## src/rtl/store_merge_seq_if.sv

```systemverilog
// Bus bundle for store_merge_seq: control handshake, store operands and the memory read port.
// The master side is the control FSM together with the memory; the slave side is the store-size stage.
interface store_merge_seq_if;
    logic        start;
    logic [1:0]  ss_ctrl;
    logic [31:0] addr;
    logic [31:0] b_in;
    logic [31:0] mem_rdata;
    logic        mem_rd_req;
    logic [31:0] mem_addr;
    logic [31:0] storesize_out;
    logic        busy;
    logic        done;
    logic        misalign_err;

    modport master (
        output start, ss_ctrl, addr, b_in, mem_rdata,
        input  mem_rd_req, mem_addr, storesize_out, busy, done, misalign_err
    );

    modport slave (
        input  start, ss_ctrl, addr, b_in, mem_rdata,
        output mem_rd_req, mem_addr, storesize_out, busy, done, misalign_err
    );
endinterface

```

## src/rtl/store_merge_seq.sv

```systemverilog
// Store-size stage: builds the sw/sh/sb store word, merging sub-word data into the aligned memory word.
// Optional macro MISALIGN_CHECK_EN: flags misaligned sh/sw and completes them without a read.
module store_merge_seq #(
    parameter int unsigned MEM_LAT = 1
) (
    input logic         clk,
    input logic         reset,
    store_merge_seq_if.slave bus
);
    localparam int unsigned CW = (MEM_LAT > 1) ? $clog2(MEM_LAT) : 1;

    typedef enum logic [2:0] {
        IDLE,
        READ,
        WAIT,
        MERGE,
        DONE
    } state_t;

    state_t        state;
    state_t        state_nx;

    logic [1:0]    ctrl_q;
    logic [1:0]    lane_q;
    logic [31:0]   b_q;
    logic [31:0]   rdata_q;
    logic [31:0]   mem_addr_q;
    logic [31:0]   store_q;
    logic [CW-1:0] cnt;
    logic [31:0]   merged;

    logic          start_sw;
    logic          start_sh;
    logic          misalign;

    // Reserved encoding 11 behaves as a full-word store.
    assign start_sw = (bus.ss_ctrl == 2'b00) || (bus.ss_ctrl == 2'b11);
    assign start_sh = (bus.ss_ctrl == 2'b01);

`ifdef MISALIGN_CHECK_EN
    logic mis_q;
    assign misalign = (start_sh && bus.addr[0]) || (start_sw && (bus.addr[1:0] != 2'b00));
`else
    assign misalign = 1'b0;
`endif

    always_comb begin
        state_nx = state;
        case (state)
            IDLE: begin
                if (bus.start) begin
                    if (start_sw || misalign) begin
                        state_nx = DONE;
                    end else begin
                        state_nx = READ;
                    end
                end
            end
            READ:    state_nx = WAIT;
            WAIT:    if (cnt == '0) state_nx = MERGE;
            MERGE:   state_nx = DONE;
            DONE:    state_nx = IDLE;
            default: state_nx = IDLE;
        endcase
    end

    // Little-endian lane merge of the captured operands into the captured memory word.
    always_comb begin
        merged = rdata_q;
        case (ctrl_q)
            2'b10: merged[{lane_q, 3'b000} +: 8] = b_q[7:0];
            2'b01: begin
                if (lane_q[1]) begin
                    merged[31:16] = b_q[15:0];
                end else begin
                    merged[15:0] = b_q[15:0];
                end
            end
            default: merged = b_q;
        endcase
    end

    always_ff @(posedge clk) begin
        if (reset) begin
            state      <= IDLE;
            ctrl_q     <= '0;
            lane_q     <= '0;
            b_q        <= '0;
            rdata_q    <= '0;
            mem_addr_q <= '0;
            store_q    <= '0;
            cnt        <= '0;
`ifdef MISALIGN_CHECK_EN
            mis_q      <= 1'b0;
`endif
        end else begin
            state <= state_nx;
            case (state)
                IDLE: begin
                    if (bus.start) begin
                        ctrl_q     <= bus.ss_ctrl;
                        lane_q     <= bus.addr[1:0];
                        b_q        <= bus.b_in;
                        mem_addr_q <= {bus.addr[31:2], 2'b00};
`ifdef MISALIGN_CHECK_EN
                        mis_q      <= misalign;
`endif
                        // A full-word store needs no read; its result is ready for the DONE cycle.
                        if (start_sw && !misalign) begin
                            store_q <= bus.b_in;
                        end
                    end
                end
                READ: cnt <= CW'(MEM_LAT - 1);
                WAIT: begin
                    if (cnt == '0) begin
                        rdata_q <= bus.mem_rdata;
                    end else begin
                        cnt <= cnt - 1'b1;
                    end
                end
                MERGE:   store_q <= merged;
                default: ;
            endcase
        end
    end

    assign bus.mem_rd_req    = (state == READ);
    assign bus.mem_addr      = mem_addr_q;
    assign bus.storesize_out = store_q;
    assign bus.busy          = (state != IDLE);
    assign bus.done          = (state == DONE);
`ifdef MISALIGN_CHECK_EN
    assign bus.misalign_err  = (state == DONE) && mis_q;
`else
    assign bus.misalign_err  = 1'b0;
`endif

endmodule

```

## src/flat_wrapper.sv

```systemverilog
// flat-port wrapper written by rule: the top's interface ports become plain ports
module store_merge_seq_flat 
#(
    parameter int unsigned MEM_LAT = 1
)
  (clk, reset, bus_start, bus_ss_ctrl, bus_addr, bus_b_in, bus_mem_rdata, bus_mem_rd_req, bus_mem_addr, bus_storesize_out, bus_busy, bus_done, bus_misalign_err);
  store_merge_seq_if bus_i ();
  input logic clk;
  input logic reset;
  input wire logic [$bits(bus_i.start)-1:0] bus_start;
  input wire logic [$bits(bus_i.ss_ctrl)-1:0] bus_ss_ctrl;
  input wire logic [$bits(bus_i.addr)-1:0] bus_addr;
  input wire logic [$bits(bus_i.b_in)-1:0] bus_b_in;
  input wire logic [$bits(bus_i.mem_rdata)-1:0] bus_mem_rdata;
  output wire logic [$bits(bus_i.mem_rd_req)-1:0] bus_mem_rd_req;
  output wire logic [$bits(bus_i.mem_addr)-1:0] bus_mem_addr;
  output wire logic [$bits(bus_i.storesize_out)-1:0] bus_storesize_out;
  output wire logic [$bits(bus_i.busy)-1:0] bus_busy;
  output wire logic [$bits(bus_i.done)-1:0] bus_done;
  output wire logic [$bits(bus_i.misalign_err)-1:0] bus_misalign_err;
  assign bus_i.start = bus_start;
  assign bus_i.ss_ctrl = bus_ss_ctrl;
  assign bus_i.addr = bus_addr;
  assign bus_i.b_in = bus_b_in;
  assign bus_i.mem_rdata = bus_mem_rdata;
  assign bus_mem_rd_req = bus_i.mem_rd_req;
  assign bus_mem_addr = bus_i.mem_addr;
  assign bus_storesize_out = bus_i.storesize_out;
  assign bus_busy = bus_i.busy;
  assign bus_done = bus_i.done;
  assign bus_misalign_err = bus_i.misalign_err;
  store_merge_seq #(.MEM_LAT(MEM_LAT)) u_core (.clk(clk), .reset(reset), .bus(bus_i));
endmodule
```

## config.mk

```make
export PLATFORM = sky130hd
export DESIGN_NAME = store_merge_seq_flat
export DESIGN_NICKNAME = d
export VERILOG_FILES = /design/src/rtl/store_merge_seq_if.sv /design/src/rtl/store_merge_seq.sv /design/src/flat_wrapper.sv
export SDC_FILE = /design/constraint.sdc
export NUM_CORES = 1
export LEC_CHECK = 0
export CAP_MARGIN = 10
export CORE_MARGIN = 3
export CORE_UTILIZATION = 40
export DETAILED_ROUTE_END_ITERATION = 12
export GPL_ROUTABILITY_DRIVEN = 0
export PLACE_DENSITY = 0.71
export SYNTH_ARGS = -nofsm -noshare
export SYNTH_HDL_FRONTEND = slang
export SYNTH_SLANG_ARGS = --single-unit
```

## constraint.sdc

```tcl
create_clock -name clk -period 2.54 [get_ports clk]
set_input_delay 0.381 -clock clk [delete_from_list [all_inputs] [get_ports clk]]
set_output_delay 0.381 -clock clk [all_outputs]
set_load 0.05 [all_outputs]
```

==> impl_metrics.env, run 1 <==
export IMPL_antenna_found_initial=0
export IMPL_path_clk_slew_ps=60
export IMPL_hold_path_class="register to register"
export IMPL_ioPinCount=169
export IMPL_netlist_area_um2=5970
export IMPL_vias=6118
export IMPL_clk_latency_ps=420
export IMPL_die_h_um=128
export IMPL_ys_ff_latch=133
export IMPL_firstDrtPassIters=5
export IMPL_drc=0
export IMPL_synth_cells=763
export IMPL_tightest_slew_ps=876
export IMPL_power_mw=6.60
export IMPL_status="finished clean"
export IMPL_drt_total_wl_mm=19.2
export IMPL_numCtsBuffers=17
export IMPL_drive_above_1_share=0.0786
export IMPL_grtUsageTotal=0.229
export IMPL_slew_headroom=0.416
export IMPL_area_growth_pct=41.7
export IMPL_start_kind="register"
export IMPL_fin_nets=1011
export IMPL_slew_violations=0
export IMPL_critPathCaptureType="output port"
export IMPL_placed_cells=1068
export IMPL_yosys_warnings=0
export IMPL_seq_area_frac_synth=0.446
export IMPL_holdWs_ps=450
export IMPL_setup_viol=0
export IMPL_grt_first_pass_wirelength_mm=29.6
export IMPL_finalCritPeriodShare=0.906
export IMPL_max_freq_ghz=0.435
export IMPL_synth_ff_type="dfxtp_1"
export IMPL_crit_path_max_fanout=17
export IMPL_worstSetupPathType="register to output port"
export IMPL_die_w_um=128
export IMPL_p_leak_nw=3.01
export IMPL_wl_per_cell_um=17.5
export IMPL_rows=44
export IMPL_clock_root_buffer="clkbuf_16"
export IMPL_max_cap_violations=0
export IMPL_async_flop_share=0
export IMPL_port_buffers=165
export IMPL_fin_crit_ps=2300
export IMPL_tns_ps=0
export IMPL_drt_iter0_markers=510
export IMPL_synth_distinct_cells=44
export IMPL_gr_total_overflow=0
export IMPL_dpl_instance_area_um2=7800
export IMPL_ant_nets=0
export IMPL_via_per_inst=5.56
export IMPL_skew_ps=9.03
export IMPL_rsz0062_at_grt="no"
export IMPL_clockBufferDepth=2
export IMPL_final_cells=1101
export IMPL_grt_max_degree=84
export IMPL_h_tree_depth=4
export IMPL_dieArea_um2=16400
export IMPL_start_util=0.409
export IMPL_first_global_vias=5555
export IMPL_synth_edf_count=0
export IMPL_ir_worst_vdd_uv=494
export IMPL_cts_tree="yes"
export IMPL_syn_mean_instance_area_um2=7.82
export IMPL_cts_num_sinks=133
export IMPL_place_hpwl_mm=13.0
export IMPL_cp_data_arrival_time_ps=1920
export IMPL_coreArea_um2=14600
export IMPL_final_area_um2=8460
export IMPL_ctsHoldBuffers=0
export IMPL_cp_required_ps=2160
export IMPL_hold_viol_final=0
export IMPL_p_per_area_nw_per_um2=781
==> routing by layer <==
metal	GRT usage	up-vias	routed length (µm)
met1	0.319	2866	8410
met5	0	-	0
met3	0.0475	26	1450
met2	0.356	259	9060
li1	-	2967	-
met4	0.0699	0	330
==> through the flow <==
step                worst slack, ps  utilization
floorplan                       236            -
global placement                324        0.534
detailed placement              287        0.534
CTS                            21.7        0.579
global route                   79.1        0.579
finish                          239        0.580
==> worst paths after layout <==
| path | startpoint | end | slack, ps | depth (start not counted) |
|---|---|---|---|---|
| worst max-delay path | u_core.state[2] | bus_done | 240 | 4 |
| worst min-delay path | u_core.bus.mem_addr[24] | u_core.bus.mem_addr[24] | 450 | 2 |
| worst max register to register | u_core.lane_q[1] | u_core.bus.storesize_out[4] | 330 | 6 |
| worst min register to register | u_core.bus.mem_addr[24] | u_core.bus.mem_addr[24] | 450 | 2 |
==> where the power goes <==
group	switching [mW]	internal, mW
clock network	0.885	1.80
logic	0.925	0.570
registers	0.156	2.27
==> cell usage in the layout (no fill, tap or decap), types with 4 or more instances in the layout <==
cell type,instances
a21o_1,8
a21oi_1,132
a221o_1,8
a221oi_1,8
a22oi_1,8
a311oi_1,24
and3_1,9
buf_12,5
buf_4,20
bufinv_16,4
clkbuf_16,17
clkbuf_8,6
clkdlybuf4s50_1,161
dfxtp_1,133
ha_1,7
inv_1,14
mux2_2,8
nand2_1,221
nand2b_1,10
nand3_1,9
nor2_1,9
nor3_1,5
o2111ai_1,8
o21ai_0,16
o221ai_1,8
o22ai_1,8
o32ai_1,8
or4_1,8
==> critical path, cell delays in order, from the launching register on <==
cell and delay (ps):
dfxtp_1 660, clkinv_1 300, nor3_1 240, buf_4 170, buf_12 130
==> flip-flops by register name, indices dropped and copies added (netlist names) <==
name / cells
u_core.b_q: 32
u_core.bus.mem_addr: 30
u_core.bus.storesize_out: 32
u_core.ctrl_q: 2
u_core.lane_q: 2
u_core.rdata_q: 32
u_core.state: 3
==> final cells by class <==
cell class / count / area [µm²]
Inverter: 16 / 60.1
Sequential cell: 133 / 2660
Fill cell: 1321 / 6130
Clock buffer: 24 / 512
Multi-Input combinational cell: 547 / 2960
Timing Repair Buffer: 188 / 1880
Antenna cell: 1 / 2.50
Clock inverter: 8 / 143
Tap cell: 184 / 230
==> cells by family (layout without fill, tap and decap cells) <==
family,after synthesis,after routing,share of synthesized area
AOI/OAI and AO/OA,241,241,0.256
xor gates and xnor gates,2,2,0.00294
adders and majority gates,7,7,0.0147
buffers and inverters,85,236,0.0594
DFF,133,133,0.446
muxes,8,8,0.0151
other,1,4,0.000629
and+or+nand+nor,286,286,0.205
==> cells in the mapped netlist (3+ instances only) <==
| cell | n | area share |
|---|---|---|
| buf_2 | 10 | 0.0084 |
| a21oi_1 | 132 | 0.11 |
| nand2b_1 | 10 | 0.010 |
| nor2_1 | 10 | 0.0063 |
| o32ai_1 | 8 | 0.012 |
| nand3_1 | 9 | 0.0075 |
| o2111ai_1 | 8 | 0.012 |
| o21ai_0 | 16 | 0.013 |
| inv_1 | 14 | 0.0088 |
| a22oi_1 | 8 | 0.010 |
| and2_1 | 3 | 0.0031 |
| buf_4 | 4 | 0.0050 |
| nor2b_1 | 3 | 0.0031 |
| ha_1 | 7 | 0.015 |
| a221oi_1 | 8 | 0.012 |
| nor3_1 | 5 | 0.0042 |
| a21o_1 | 8 | 0.010 |
| buf_1 | 8 | 0.0050 |
| a221o_1 | 8 | 0.013 |
| clkbuf_1 | 46 | 0.029 |
| and3_1 | 9 | 0.0094 |
| o22ai_1 | 8 | 0.0084 |
| mux2_2 | 8 | 0.015 |
| dfxtp_1 | 133 | 0.45 |
| or4_1 | 8 | 0.010 |
| o221ai_1 | 8 | 0.012 |
| a311oi_1 | 24 | 0.035 |
| nand2_1 | 222 | 0.14 |
==> timing repair <==
action / in CTS / in global routing
setup endpoints to repair: 1 / 1
gates cloned: 0 / 0
buffers inserted: 0 / 0
resized for setup: 1 / 1
Note: power is estimated with default switching activity, not from simulation.
==> run 2, diff against run 1 <==
--- a/config.mk
+++ b/config.mk
@@ -14,3 +14,4 @@
 export SYNTH_ARGS = -nofsm -noshare
 export SYNTH_HDL_FRONTEND = slang
 export SYNTH_SLANG_ARGS = --single-unit
+export TNS_END_PERCENT = 20
==> results of run 2 <==
No change in the layout: final DEF, timing and power equal those of run 1.
